File: config.mk
export PLATFORM = sky130hd
export DESIGN_NAME = serial_tx_ctrl_flat
export DESIGN_NICKNAME = d
export VERILOG_FILES = /design/src/rtl/serial_tx_ctrl_if.sv /design/src/rtl/serial_tx_ctrl.sv /design/src/flat_wrapper.sv
export SDC_FILE = /design/constraint.sdc
export NUM_CORES = 1
export LEC_CHECK = 0
export BUFFER_PORTS_ARGS = -buffer_cell sky130_fd_sc_hd__buf_2
export CAP_MARGIN = 40
export CORE_UTILIZATION = 30
export CTS_BUF_LIST = sky130_fd_sc_hd__clkbuf_16
export CTS_CLUSTER_SIZE = 8
export DETAILED_ROUTE_END_ITERATION = 8
export PLACE_DENSITY = 0.6
export SYNTH_ARGS = -nofsm -noshare
export SYNTH_HDL_FRONTEND = slang
export SYNTH_SLANG_ARGS = --single-unit
File: constraint.sdc
create_clock -name i_clk -period 1.7 [get_ports i_clk]
set_input_delay 0.34 -clock i_clk [delete_from_list [all_inputs] [get_ports i_clk]]
set_output_delay 0.34 -clock i_clk [all_outputs]
set_load 0.02 [all_outputs]
File: src/rtl/serial_tx_ctrl_if.sv
// Sample handshake plus shift-register strobe bundle between serial_tx_ctrl and its neighbours.
// master drives samples in and observes the serial-path outputs; slave is the controller side.
interface serial_tx_ctrl_if #(
   parameter int WIDTH = 8
);
   logic             i_valid;
   logic [WIDTH-1:0] i_data;
   logic             o_ready;
   logic             o_load;
   logic [WIDTH-1:0] o_ldata;
   logic             o_shift;
   logic             o_sclk;
   logic             o_cs_n;
   logic             o_busy;
   logic             o_done;

   modport master (
      output i_valid, i_data,
      input  o_ready, o_load, o_ldata, o_shift, o_sclk, o_cs_n, o_busy, o_done
   );

   modport slave (
      input  i_valid, i_data,
      output o_ready, o_load, o_ldata, o_shift, o_sclk, o_cs_n, o_busy, o_done
   );
endinterface

File: src/rtl/serial_tx_ctrl.sv
// Load/shift sequencer for the serial DAC/codec output shift register, MSB first.
// Define SERIAL_TX_CTRL_CONT_EN to allow back-to-back frames with no chip-select gap.
//
// state | meaning
// IDLE  | waiting for a sample, o_ready high
// LOAD  | one-cycle parallel load strobe, frame select asserted
// SHIFT | WIDTH bit periods of 2*CLK_DIV cycles, shift strobe at the start of each
// GAP   | frame select released for GAP_CYCLES, o_done on the first cycle
module serial_tx_ctrl #(
   parameter int WIDTH      = 8,
   parameter int CLK_DIV    = 2,
   parameter int GAP_CYCLES = 2
) (
   input  logic           i_clk,
   input  logic           i_rst,
   serial_tx_ctrl_if.slave bus
);
   localparam int DIV_N = 2 * CLK_DIV;
   localparam int DW    = $clog2(DIV_N);
   localparam int BW    = $clog2(WIDTH);
   localparam int GW    = (GAP_CYCLES > 1) ? $clog2(GAP_CYCLES) : 1;

   localparam logic [DW-1:0] DIV_LAST = DW'(DIV_N - 1);
   localparam logic [DW-1:0] DIV_HALF = DW'(CLK_DIV);
   localparam logic [BW-1:0] BIT_LAST = BW'(WIDTH - 1);
   localparam logic [GW-1:0] GAP_LAST = GW'(GAP_CYCLES - 1);

   typedef enum logic [1:0] {IDLE, LOAD, SHIFT, GAP} state_t;

   state_t           state_q, state_d;
   logic [DW-1:0]    div_cnt_q, div_cnt_d;
   logic [BW-1:0]    bit_cnt_q, bit_cnt_d;
   logic [GW-1:0]    gap_cnt_q, gap_cnt_d;
   logic [WIDTH-1:0] ldata_q, ldata_d;
   logic             ready_q, ready_d;
   logic             load_q, load_d;
   logic             shift_q, shift_d;
   logic             sclk_q, sclk_d;
   logic             cs_n_q, cs_n_d;
   logic             busy_q, busy_d;
   logic             done_q, done_d;
   logic             handshake;

   assign handshake = bus.i_valid & ready_q;

   always_comb begin
      state_d   = state_q;
      div_cnt_d = div_cnt_q;
      bit_cnt_d = bit_cnt_q;
      gap_cnt_d = gap_cnt_q;
      ldata_d   = ldata_q;
      done_d    = 1'b0;

      case (state_q)
         IDLE: begin
            if (handshake) begin
               ldata_d = bus.i_data;
               state_d = LOAD;
            end
         end
         LOAD: begin
            state_d   = SHIFT;
            div_cnt_d = '0;
            bit_cnt_d = '0;
         end
         SHIFT: begin
            if (div_cnt_q == DIV_LAST) begin
               div_cnt_d = '0;
               if (bit_cnt_q == BIT_LAST) begin
                  done_d    = 1'b1;
`ifdef SERIAL_TX_CTRL_CONT_EN
                  if (handshake) begin
                     ldata_d = bus.i_data;
                     state_d = LOAD;
                  end else begin
                     gap_cnt_d = GAP_LAST;
                     state_d   = GAP;
                  end
`else
                  gap_cnt_d = GAP_LAST;
                  state_d   = GAP;
`endif
               end else begin
                  bit_cnt_d = bit_cnt_q + BW'(1);
               end
            end else begin
               div_cnt_d = div_cnt_q + DW'(1);
            end
         end
         GAP: begin
            if (gap_cnt_q == '0) begin
               state_d = IDLE;
            end else begin
               gap_cnt_d = gap_cnt_q - GW'(1);
            end
         end
         default: state_d = IDLE;
      endcase
   end

   // Outputs are decoded from the next state so every output flop lines up with its state.
   always_comb begin
      ready_d = (state_d == IDLE);
`ifdef SERIAL_TX_CTRL_CONT_EN
      if (state_d == SHIFT && div_cnt_d == DIV_LAST && bit_cnt_d == BIT_LAST) begin
         ready_d = 1'b1;
      end
`else
      ready_d = ready_d | 1'b0;
`endif
      load_d  = (state_d == LOAD);
      shift_d = (state_d == SHIFT) && (div_cnt_d == '0);
      sclk_d  = (state_d == SHIFT) && (div_cnt_d >= DIV_HALF);
      cs_n_d  = !((state_d == LOAD) || (state_d == SHIFT));
      busy_d  = (state_d != IDLE);
   end

   always_ff @(posedge i_clk) begin
      if (i_rst) begin
         state_q   <= IDLE;
         div_cnt_q <= '0;
         bit_cnt_q <= '0;
         gap_cnt_q <= '0;
         ldata_q   <= '0;
         ready_q   <= 1'b1;
         load_q    <= 1'b0;
         shift_q   <= 1'b0;
         sclk_q    <= 1'b0;
         cs_n_q    <= 1'b1;
         busy_q    <= 1'b0;
         done_q    <= 1'b0;
      end else begin
         state_q   <= state_d;
         div_cnt_q <= div_cnt_d;
         bit_cnt_q <= bit_cnt_d;
         gap_cnt_q <= gap_cnt_d;
         ldata_q   <= ldata_d;
         ready_q   <= ready_d;
         load_q    <= load_d;
         shift_q   <= shift_d;
         sclk_q    <= sclk_d;
         cs_n_q    <= cs_n_d;
         busy_q    <= busy_d;
         done_q    <= done_d;
      end
   end

   assign bus.o_ready = ready_q;
   assign bus.o_load  = load_q;
   assign bus.o_ldata = ldata_q;
   assign bus.o_shift = shift_q;
   assign bus.o_sclk  = sclk_q;
   assign bus.o_cs_n  = cs_n_q;
   assign bus.o_busy  = busy_q;
   assign bus.o_done  = done_q;
endmodule

File: src/flat_wrapper.sv
// flat-port wrapper written by rule: the top's interface ports become plain ports
module serial_tx_ctrl_flat 
#(
   parameter int WIDTH      = 8,
   parameter int CLK_DIV    = 2,
   parameter int GAP_CYCLES = 2
)
  (i_clk, i_rst, bus_i_valid, bus_i_data, bus_o_ready, bus_o_load, bus_o_ldata, bus_o_shift, bus_o_sclk, bus_o_cs_n, bus_o_busy, bus_o_done);
  serial_tx_ctrl_if #(.WIDTH(WIDTH)) bus_i ();
  input  logic i_clk;
  input  logic i_rst;
  input wire logic [$bits(bus_i.i_valid)-1:0] bus_i_valid;
  input wire logic [$bits(bus_i.i_data)-1:0] bus_i_data;
  output wire logic [$bits(bus_i.o_ready)-1:0] bus_o_ready;
  output wire logic [$bits(bus_i.o_load)-1:0] bus_o_load;
  output wire logic [$bits(bus_i.o_ldata)-1:0] bus_o_ldata;
  output wire logic [$bits(bus_i.o_shift)-1:0] bus_o_shift;
  output wire logic [$bits(bus_i.o_sclk)-1:0] bus_o_sclk;
  output wire logic [$bits(bus_i.o_cs_n)-1:0] bus_o_cs_n;
  output wire logic [$bits(bus_i.o_busy)-1:0] bus_o_busy;
  output wire logic [$bits(bus_i.o_done)-1:0] bus_o_done;
  assign bus_i.i_valid = bus_i_valid;
  assign bus_i.i_data = bus_i_data;
  assign bus_o_ready = bus_i.o_ready;
  assign bus_o_load = bus_i.o_load;
  assign bus_o_ldata = bus_i.o_ldata;
  assign bus_o_shift = bus_i.o_shift;
  assign bus_o_sclk = bus_i.o_sclk;
  assign bus_o_cs_n = bus_i.o_cs_n;
  assign bus_o_busy = bus_i.o_busy;
  assign bus_o_done = bus_i.o_done;
  serial_tx_ctrl #(.WIDTH(WIDTH), .CLK_DIV(CLK_DIV), .GAP_CYCLES(GAP_CYCLES)) u_core (.i_clk(i_clk), .i_rst(i_rst), .bus(bus_i));
endmodule
; Yosys cells after proc, flatten, opt, wreduce, memory -nomap -nowiden
; Cells that the tools add are included.
[op_classes]
addsub = 3
order_cmp = 1
n_eq_ne = 10
mux = 15
bitwise = 3
reduce_logical = 14
[op_table]
columns = op, count
row1 = $mux W2, 5
row2 = $eq A2 B2 Y1 const B, 4
row3 = $pmux W2 S4, 1
row4 = $logic_not A2 Y1, 3
row5 = $mux W3, 2
row6 = $pmux W3 S2, 1
row7 = $reduce_and A3 Y1, 2
row8 = $reduce_bool A2 Y1, 3
row9 = $eq A2 B1 Y1 const B, 2
row10 = $mux W1, 4
row11 = $ne A2 B1 Y1 const B, 2
row12 = $pmux W2 S2, 1
row13 = $add A3 B1 Y3 const B, 1
row14 = $eq A3 B3 Y1 const B, 1
row15 = $reduce_or A3 Y1, 1
row16 = $add A2 B1 Y2 const B, 1
row17 = $ge A2 B2 Y1 const B, 1
row18 = $logic_and A1 B1 Y1, 2
row19 = $ne A2 B2 Y1 const B, 1
row20 = $not A1 Y1, 2
row21 = $pmux W1 S2, 1
row22 = $reduce_and A2 Y1, 1
row23 = $and A1 B1 Y1, 1
row24 = $logic_not A1 Y1, 1
row25 = other kinds (2), 2
[word_totals]
regBits = 23
inputBits = 11
out_inout_bits = 15
elab_cells = 58

; Depth between registers and ports, before layout
; Gate-level depths: netlist of run 1.
[depth]
word_depth = 7
mapped_depth = 8
mapped_depth_nobuf = 7

; Least setup slack after synthesis of run 1
; OpenSTA, ideal clock, no wires.
[synth_timing]
path_kind = reg-to-reg
start = reg u_core.state_q[0]
end = reg u_core.ready_q (netlist: u_core.bus.o_ready)
setup_ns = 0.123
arrival_time_ns = 1.647
t_required_ns = 1.577
path_slack_ns = -0.070
stages_incl_launch_ff = 7
path_buffers = 0
period_less_slack_ns = 1.770
path_cell_list = dfxtp_1 -> inv_1 -> ha_1 -> and3_1 -> o32a_2 -> ha_1 -> or2_2
[synth_between]
elab_chain_len = 4
elab_cells_between_ends = 10
cone_classes = eq/ne (3) / mux (5) / reduce/logical (2)
[synth_rtl]
columns = element, line
row1 = "start, declared", serial_tx_ctrl.sv:30  ; state_t state_q, state_d;
row2 = "start signal, assigned", serial_tx_ctrl.sv:133  ; state_q <= state_d;
row3 = $mux W2, serial_tx_ctrl.sv:69  ; if (bit_cnt_q == BIT_LAST) begin
row4 = $mux W2, serial_tx_ctrl.sv:67  ; if (div_cnt_q == DIV_LAST) begin
row5 = $pmux W2 S4 *, serial_tx_ctrl.sv:54  ; case (state_q)
row6 = $logic_not A2 Y1 *, serial_tx_ctrl.sv:103  ; ready_d = (state_d == IDLE);
row7 = named net u_core.ready_d, serial_tx_ctrl.sv:35  ; logic ready_q, ready_d;
row8 = "end signal, assigned", serial_tx_ctrl.sv:138  ; ready_q <= ready_d;
row9 = "end, declared", serial_tx_ctrl.sv:35
; The timed path passes the listed nets; every way through them passes the cells marked *.
; A chain may end at the register's enable or synchronous reset.

; Worst setup path after layout of run 1
; Ends and elaborated chain as after synthesis.

==> results of run 1 <==
final cells by class:
type                            count  area, um2
Clock buffer                        3       75.1
Clock inverter                      1       5.00
Fill cell                         295       1730
Inverter                            5       21.3
Multi-Input combinational cell     65        571
Sequential cell                    23        467
Tap cell                           44       55.1
Timing Repair Buffer               36        208
metal layers:
layer | wire [um] | vias up | share of wire [%] | track usage (%)
met2 | 928 | 19 | 47 | 18.7
met1 | 929 | 350 | 47 | 14.5
met4 | 51 | 0 | 2.6 | 7.97
met5 | 0 | - | 0 | 0
met3 | 85 | 5 | 4.3 | 0.649
li1 | - | 402 | - | -
layout by cell type (no fill, tap or decap), drive strengths merged, types with 2 or more instances in the layout:
cell type  count
nand2b         5
inv            5
nor2          15
dfxtp         23
nand3          2
nor2b          2
nand3b         2
nor3b          2
ha            12
a31oi          2
mux2i         12
clkbuf         3
buf           36
worst min path at each step:
stage,start,end,slack (ps),cells after the start
finish,bus_i_data[4],u_core.bus.o_ldata[4]$_SDFFE_PP0P_,320,3
global placement,u_core.bit_cnt_q[1]$_SDFFE_PP0P_,u_core.bit_cnt_q[1]$_SDFFE_PP0P_,460,2
global route,bus_i_data[4],u_core.bus.o_ldata[4]$_SDFFE_PP0P_,320,3
floorplan,u_core.bit_cnt_q[1]$_SDFFE_PP0P_,u_core.bit_cnt_q[1]$_SDFFE_PP0P_,450,2
CTS,bus_i_data[2],u_core.bus.o_ldata[2]$_SDFFE_PP0P_,320,3
detailed placement,u_core.bit_cnt_q[2]$_SDFFE_PP0P_,u_core.bit_cnt_q[2]$_SDFFE_PP0P_,480,2
logic make-up (layout without fill, tap and decap cells):
| logic type | after synthesis | after routing | share of synthesized area [%] |
|---|---|---|---|
| adder cells (fa/ha/maj) | 12 | 12 | 14.8 |
| flip-flops | 23 | 23 | 45.3 |
| AO/OA/AOI/OAI | 8 | 8 | 6.53 |
| AND/OR/NAND/NOR | 33 | 33 | 18.0 |
| buffers and inverters | 8 | 45 | 3.57 |
| multiplexers | 12 | 12 | 11.8 |
sequential cells by signal, summed over array words and instances, names as in the netlist, 2 cells and up:
register,count
u_core.bus.o_ldata,8
u_core.bit_cnt_q,3
u_core.div_cnt_q,2
u_core.state_q,2
where the power goes:
part           total, mW  internal (mW)  switching (mW)
Clock              0.506          0.316           0.190
Combinational      0.580          0.275           0.306
Sequential         0.650          0.612          0.0378
timing repair:
action | in CTS | in global routing
resized for setup | 2 | 11
pin swaps | 1 | 3
setup endpoints to repair | 2 | 5
buffers inserted | 2 | 5
per-stage QoR:
step,instance area [um2],utilization (%)
floorplan,1030,-
global placement,1220,39.1
detailed placement,1220,39.1
CTS,1330,42.5
global route,1400,44.8
finish,1400,44.8
worst reg2reg max path: stages, from the launching register on:
cell	delay [ps]
sky130_fd_sc_hd__dfxtp_4	370
sky130_fd_sc_hd__buf_4	110
sky130_fd_sc_hd__ha_2	210
sky130_fd_sc_hd__a21oi_1	100
sky130_fd_sc_hd__o32a_4	350
sky130_fd_sc_hd__ha_2	170
sky130_fd_sc_hd__or2_2	260
==> results_tabular.tex, run 1 <==
\begin{tabular}{lr}
\hline
Metric & Value \\
\hline
\multicolumn{2}{l}{\textbf{Outcome}} \\
Result of the run & finished clean \\
\multicolumn{2}{l}{\textbf{Timing}} \\
Worst setup margin & 24.1 ps \\
Slew of the pin with the lowest slew margin & a little over 400 ps \\
Final period utilization & 98.6\% \\
Setup violation total in the final timing report & 0 \\
Highest attainable clock frequency & about 600 MHz \\
Relative slew slack & between 70 and 80\% \\
Minimum clock period after layout & $\sim$1700 ps \\
Total count of hold-check failures in the final report & 0 \\
Final count of pins violating max slew & 0 \\
Worst Hold Margin & 318 ps \\
Total Negative Setup Slacks & 0 ps \\
Clock Skew & 2.11 ps \\
\multicolumn{2}{l}{\textbf{Floorplan}} \\
Site row count & 20 \\
Die Outline Area & around 0.0036 mm2 \\
Die Width & roughly 60 um \\
Die height & $\sim$60 um \\
Boundary Pins & 26 \\
Effective utilization at floorplan & between 30\% and 40\% \\
Area of the core & around 0.0031 mm2 \\
\multicolumn{2}{l}{\textbf{Clocking}} \\
Number of buffers inserted during clock tree synthesis & 3 \\
TritonCTS clock tree & yes \\
CTS HTree Levels & 1 \\
Clock transition at path regs & approximately 60 ps \\
Library cell used as clock root buffer & sky130\_fd\_sc\_hd\_\_clkbuf\_16 \\
Number of buffers between clock root and the deepest sink & 2 \\
Cts-stage hold buffer count & 0 \\
CTS Sinks & 23 \\
Worst-skew pair later-pin latency & 260 ps \\
\multicolumn{2}{l}{\textbf{Pwr}} \\
Final Total Pwr & 1.74 mW \\
Leakage power summed over all cells & about 0.67 nW \\
Largest voltage drop on the vdd net & 384 uV \\
Power per Cell Area & around 1200 mW/mm2 \\
\multicolumn{2}{l}{\textbf{Synthesis}} \\
Ranking of synthesized cells by instance count & sky130\_fd\_sc\_hd\_\_dfxtp\_1 (23), sky130\_fd\_sc\_hd\_\_nor2\_1 (14), sky130\_fd\_sc\_hd\_\_ha\_1 (12), sky130\_fd\_sc\_hd\_\_mux2i\_1 (12) \\
Number of distinct standard cells referenced by the synthesized netlist & 26 \\
Proportion of synthesized chip area in sequential cells & 45.3\% \\
Post-synthesis instance area & roughly 0.0010 mm2 \\
Cells taking the most area after synthesis & sky130\_fd\_sc\_hd\_\_dfxtp\_1 (45\%), sky130\_fd\_sc\_hd\_\_ha\_1 (15\%), sky130\_fd\_sc\_hd\_\_mux2i\_1 (12\%) \\
Main flop type after synthesis & sky130\_fd\_sc\_hd\_\_dfxtp\_1 \\
Top-area cell type share of the netlist area & 45.3\% \\
Cell type contributing the most total cell area after synthesis & sky130\_fd\_sc\_hd\_\_dfxtp\_1 \\
Flops \& latches, synth & 23 \\
Number of warnings reported in the yosys synthesis log & 0 \\
Post-Synthesis Mean Instance Area & about 11 um2 \\
Most frequently used cell type in the post-synthesis netlist & sky130\_fd\_sc\_hd\_\_dfxtp\_1 \\
Number of flops mapped to enable cells by yosys & 0 \\
Post-synth net total & 119 \\
Gate Count Post-Synth & 96 \\
Share of flip-flops with an asynchronous set or reset after synthesis & 0\% \\
\multicolumn{2}{l}{\textbf{Critical path}} \\
Worst flop-to-flop path endpoint & u\_core.bus.o\_ready\$\_SDFF\_PP1\_ \\
Worst endpoint data arrival time & $\sim$1800 ps \\
Worst Path Buf+Inv & 1 \\
Worst-path cell with the longest stage delay & sky130\_fd\_sc\_hd\_\_dfxtp\_4 \\
Timing startpoint of the critical path & u\_core.state\_q[0]\$\_SDFF\_PP0\_ \\
Cell repeated most along the worst path & sky130\_fd\_sc\_hd\_\_ha\_2 \\
Kind of cell with the highest combined delay on the critical path & compound AO/OA/AOI/OAI gates \\
Crit path to & u\_core.bus.o\_ready\$\_SDFF\_PP1\_ \\
Delay of the slowest cell on the worst path & $\sim$370 ps \\
Startpoint of the lowest-slack register-to-register path & u\_core.state\_q[0]\$\_SDFF\_PP0\_ \\
Critical path class & flop to flop \\
Setup slack, reg-to-reg & 20 ps \\
Chain of cells forming the critical path & buf\_4 -> ha\_2 -> a21oi\_1 -> o32a\_4 -> ha\_2 -> or2\_2 \\
Register-to-Register Path Depth & 6 \\
Kind of launch point of the worst setup path & flop \\
Crit path capture type & flop \\
CP Depth & 6 \\
Required time of the critical path & around 1800 ps \\
Top fanout value on the critical path & 5 \\
\multicolumn{2}{l}{\textbf{Layout}} \\
Net count of the finished layout & 157 \\
Number of diodes & 0 \\
Final instance count without filler cells & about 180 \\
Fraction of layout instances using a drive strength above 1 & between 40\% and 50\% \\
Area grow syn2layout & 37.9\% \\
\multicolumn{2}{l}{\textbf{Place}} \\
Port-buffer cells & 25 \\
Post-Place Worst Slack & -17.4 ps \\
\# placed instances & 166 \\
Placer congestion estimate & approximately 0.87 \\
Sum of net half-perimeters after detailed placement & around 1300 um \\
\multicolumn{2}{l}{\textbf{GRT}} \\
Total global routing track utilization & between 10\% and 20\% \\
Residual overflow from global routing & 0 \\
Number of antenna violations at the first check in global routing & 0 \\
Pin count of the biggest net entering global routing & 27 \\
First-pass GRT wire length & between 3000 and 4000 um \\
Vias in the first global route & just under 700 \\
\multicolumn{2}{l}{\textbf{Job}} \\
Max-capacitance violation count & 0 \\
\multicolumn{2}{l}{\textbf{Detailed routing}} \\
Total routed wirelength & about 2000 um \\
Number of design rule violations left after detail routing & 0 \\
Routed WL per cell & approximately 11 um \\
Initial DRC Count & 11 \\
Via count & 776 \\
Router iterations before antenna repair & 4 \\
Antenna Violating Nets Remaining & 0 \\
Ratio of routed vias to standard cells & roughly 4.4 \\
\multicolumn{2}{l}{\textbf{Min path}} \\
Kind of path behind the tightest hold check & primary input to flop \\
\hline
\end{tabular}
Note: power is estimated with default switching activity, not from simulation.
==> run 2: changes to the inputs <==
--- a/config.mk
+++ b/config.mk
@@ -5,6 +5,7 @@
 export SDC_FILE = /design/constraint.sdc
 export NUM_CORES = 1
 export LEC_CHECK = 0
+export ABC_AREA = 1
 export BUFFER_PORTS_ARGS = -buffer_cell sky130_fd_sc_hd__buf_2
 export CAP_MARGIN = 40
 export CORE_UTILIZATION = 30
==> results_tabular.tex, run 2 <==
\begin{tabular}{lr}
\hline
Metric & Value \\
\hline
\multicolumn{2}{l}{\textbf{Outcome}} \\
Result of the run & finished clean \\
\multicolumn{2}{l}{\textbf{Pwr}} \\
Power per Cell Area & about 1100 mW/mm2 \\
Largest voltage drop on the vdd net & approximately 640 uV \\
Final Total Pwr & approximately 1.6 mW \\
Leakage power summed over all cells & between 0.7 and 0.8 nW \\
\multicolumn{2}{l}{\textbf{Synthesis}} \\
Proportion of synthesized chip area in sequential cells & a little over two fifths \\
Flops \& latches, synth & 23 \\
Post-synthesis instance area & 0.00109 mm2 \\
Post-synth net total & 160 \\
Cell type contributing the most total cell area after synthesis & sky130\_fd\_sc\_hd\_\_dfxtp\_1 \\
Post-Synthesis Mean Instance Area & 7.95 um2 \\
Share of flip-flops with an asynchronous set or reset after synthesis & 0\% \\
Number of warnings reported in the yosys synthesis log & 0 \\
Ranking of synthesized cells by instance count & sky130\_fd\_sc\_hd\_\_nand2\_1 (34), sky130\_fd\_sc\_hd\_\_dfxtp\_1 (23), sky130\_fd\_sc\_hd\_\_nor2\_1 (18), sky130\_fd\_sc\_hd\_\_inv\_1 (16), sky130\_fd\_sc\_hd\_\_ha\_1 (12) \\
Number of flops mapped to enable cells by yosys & 0 \\
Most frequently used cell type in the post-synthesis netlist & sky130\_fd\_sc\_hd\_\_nand2\_1 \\
Gate Count Post-Synth & approximately 140 \\
Cells taking the most area after synthesis & sky130\_fd\_sc\_hd\_\_dfxtp\_1 (42\%), sky130\_fd\_sc\_hd\_\_ha\_1 (14\%), sky130\_fd\_sc\_hd\_\_nand2\_1 (12\%) \\
Top-area cell type share of the netlist area & around 42\% \\
Main flop type after synthesis & sky130\_fd\_sc\_hd\_\_dfxtp\_1 \\
Number of distinct standard cells referenced by the synthesized netlist & 21 \\
\multicolumn{2}{l}{\textbf{Layout}} \\
Flip-flop count of the largest register after layout & 8 \\
Area of all sequential standard cells & around 470 um2 \\
Final Cell Area & between 0.001 and 0.0015 mm2 \\
Area grow syn2layout & 29.2\% \\
Top library cells by usage in the layout, fill and taps aside & sky130\_fd\_sc\_hd\_\_nand2\_1 (33), sky130\_fd\_sc\_hd\_\_buf\_2 (25), sky130\_fd\_sc\_hd\_\_dfxtp\_1 (20), sky130\_fd\_sc\_hd\_\_nor2\_1 (17), sky130\_fd\_sc\_hd\_\_inv\_1 (13) \\
FILL cells & between 300 and 400 \\
Final instance count without filler cells & between 200 and 250 \\
Net count of the finished layout & 191 \\
Fraction of layout instances using a drive strength above 1 & 35.3\% \\
Most common cell after layout, fill and taps aside & sky130\_fd\_sc\_hd\_\_nand2\_1 \\
Area of combinational cells with multiple inputs & between 500 and 600 um2 \\
Number of diodes & 0 \\
\multicolumn{2}{l}{\textbf{GRT}} \\
Vias in the first global route & between 700 and 800 \\
Busiest metal layer after global routing & met2 \\
Global routing met3 resource utilization & under 10\% \\
Met2 Usage GRT & $\sim$16\% \\
Total global routing track utilization & between 10\% and 20\% \\
Pin count of the biggest net entering global routing & 19 \\
Routing usage on met1 & 13.0\% \\
First-pass GRT wire length & 3260 um \\
Residual overflow from global routing & 0 \\
Number of antenna violations at the first check in global routing & 0 \\
\multicolumn{2}{l}{\textbf{Place}} \\
Placer congestion estimate & between 0.8 and 0.9 \\
Sum of net half-perimeters after detailed placement & approximately 1400 um \\
Port-buffer cells & 25 \\
DP Area & between 0.001 and 0.0015 mm2 \\
\# placed instances & approximately 210 \\
\multicolumn{2}{l}{\textbf{Critical path}} \\
Chain of cells forming the critical path & ha\_2 -> ha\_2 -> nand3\_2 -> inv\_4 -> nand2\_4 -> nand2\_2 -> inv\_2 -> ha\_1 -> or2\_2 \\
Worst Path Buf+Inv & 2 \\
Kind of launch point of the worst setup path & flop \\
Delay of the slowest cell on the worst path & approximately 340 ps \\
Required time of the critical path & $\sim$1800 ps \\
Critical path class & flop to flop \\
Crit path capture type & flop \\
Cell repeated most along the worst path & sky130\_fd\_sc\_hd\_\_ha\_2 \\
Top fanout value on the critical path & 3 \\
Kind of cell with the highest combined delay on the critical path & adder cells \\
Worst-path cell with the longest stage delay & sky130\_fd\_sc\_hd\_\_dfxtp\_1 \\
Worst endpoint data arrival time & between 1500 and 2000 ps \\
\multicolumn{2}{l}{\textbf{Timing}} \\
Relative slew slack & between 70\% and 80\% \\
Clock Skew & 4.06 ps \\
Minimum clock period after layout & about 1600 ps \\
Final count of pins violating max slew & 0 \\
Highest attainable clock frequency & between 600 and 700 MHz \\
Final period utilization & around 94\% \\
Setup violation total in the final timing report & 0 \\
Total count of hold-check failures in the final report & 0 \\
Slew of the pin with the lowest slew margin & roughly 350 ps \\
\multicolumn{2}{l}{\textbf{Floorplan}} \\
Boundary Pins & 26 \\
Area of the core & 0.00342 mm2 \\
Die Outline Area & a little under 0.004 mm2 \\
Die height & roughly 62 um \\
Effective utilization at floorplan & between 30\% and 40\% \\
Die Width & between 60 and 70 um \\
Site row count & 21 \\
\multicolumn{2}{l}{\textbf{Min path}} \\
Kind of path behind the tightest hold check & primary input to flop \\
\multicolumn{2}{l}{\textbf{Clocking}} \\
Worst-skew pair later-pin latency & around 250 ps \\
Library cell used as clock root buffer & sky130\_fd\_sc\_hd\_\_clkbuf\_16 \\
Clock transition at path regs & about 60 ps \\
Post-CTS Setup Inserts & 0 \\
TritonCTS clock tree & yes \\
Number of buffers between clock root and the deepest sink & 2 \\
CTS Sinks & 23 \\
CTS HTree Levels & 1 \\
Number of buffers inserted during clock tree synthesis & 3 \\
Cts-stage hold buffer count & 0 \\
\multicolumn{2}{l}{\textbf{Detailed routing}} \\
Total routed wirelength & between 1500 and 2000 um \\
Ratio of routed vias to standard cells & about 4 \\
Number of design rule violations left after detail routing & 0 \\
Router iterations before antenna repair & 4 \\
Initial DRC Count & 18 \\
Via count & roughly 870 \\
Antenna Violating Nets Remaining & 0 \\
Routed WL per cell & between 9 and 10 um \\
\multicolumn{2}{l}{\textbf{Job}} \\
Max-capacitance violation count & 0 \\
\hline
\end{tabular}
==> run 2: cell types whose count changed after synthesis, moves of 3 or more <==
cell,delta
sky130_fd_sc_hd__nand2b_1,-5
sky130_fd_sc_hd__nand2_1,+33
sky130_fd_sc_hd__nor2_1,+4
sky130_fd_sc_hd__a21oi_1,+7
sky130_fd_sc_hd__inv_1,+11
sky130_fd_sc_hd__mux2i_1,-12
sky130_fd_sc_hd__nand3_1,+3
==> run 2: stage by stage <==
| step | util [%] | setup TNS [ps] | hold WS, ps | setup slack, ps |
|---|---|---|---|---|
| floorplan | - | 0 | 461 | 94.2 |
| global placement | 37.5 | 0 | 453 | 31.7 |
| detailed placement | 37.5 | 0 | 456 | 20.0 |
| CTS | 39.8 | 0 | 325 | 6.37 |
| global route | 41.2 | -13.2 | 324 | -13.2 |
| finish | 41.2 | 0 | 329 | 96.1 |
==> run 2: timing repair <==
action | CTS | global route
endpoints found under the setup margin | 0 | 3
resized for setup | 0 | 18
hold endpoints to repair | 0 | 0
==> run 2: final timing paths <==
path | from | endpoint | slack (ps) | depth (start not counted)
worst min register to register | u_core.bus.o_ldata[4]$_SDFFE_PP0P_ | u_core.bus.o_ldata[4]$_SDFFE_PP0P_ | 460 | 2
worst max register to register | u_core.bit_cnt_q[1]$_SDFFE_PP0P_ | u_core.bus.o_ready$_SDFF_PP1_ | 100 | 9
worst min-delay path | bus_i_data[4] | u_core.bus.o_ldata[4]$_SDFFE_PP0P_ | 330 | 3
worst max-delay path | u_core.bit_cnt_q[1]$_SDFFE_PP0P_ | u_core.bus.o_ready$_SDFF_PP1_ | 100 | 9
==> run 2: cell type report <==
| class | count | share of cell area, % |
|---|---|---|
| Multi-Input combinational cell | 91 | 40.5 |
| Sequential cell | 23 | 33.2 |
| Timing Repair Buffer | 29 | 11.0 |
| Inverter | 20 | 5.60 |
| Clock buffer | 3 | 5.33 |
| Tap cell | 46 | 4.09 |
| Clock inverter | 1 | 0.267 |
==> run 2: tightest hold or removal path: stages <==
cell                      delay, ps
sky130_fd_sc_hd__buf_2           90
sky130_fd_sc_hd__nand2_1         50
sky130_fd_sc_hd__a21oi_1         50
==> run 2: cell families (layout without fill, tap and decap cells) <==
group / count (synthesis) / after routing / share of synthesized area, %
and+or+nand+nor: 65 / 65 / 27.6
DFF: 23 / 23 / 42.3
buffers and inverters: 23 / 53 / 9.07
AOI/OAI and AO/OA: 14 / 14 / 7.35
adders and majority gates: 12 / 12 / 13.8
==> run 2: layer usage <==
layer	wire, um	up-vias
met5	0	-
met3	87	3
li1	-	481
met1	964	373
met2	892	14
met4	14	0
==> run 2: where the power goes <==
group / internal (mW) / switching (mW)
sequential: 0.608 / 0.0372
clock: 0.313 / 0.181
combinational: 0.160 / 0.263
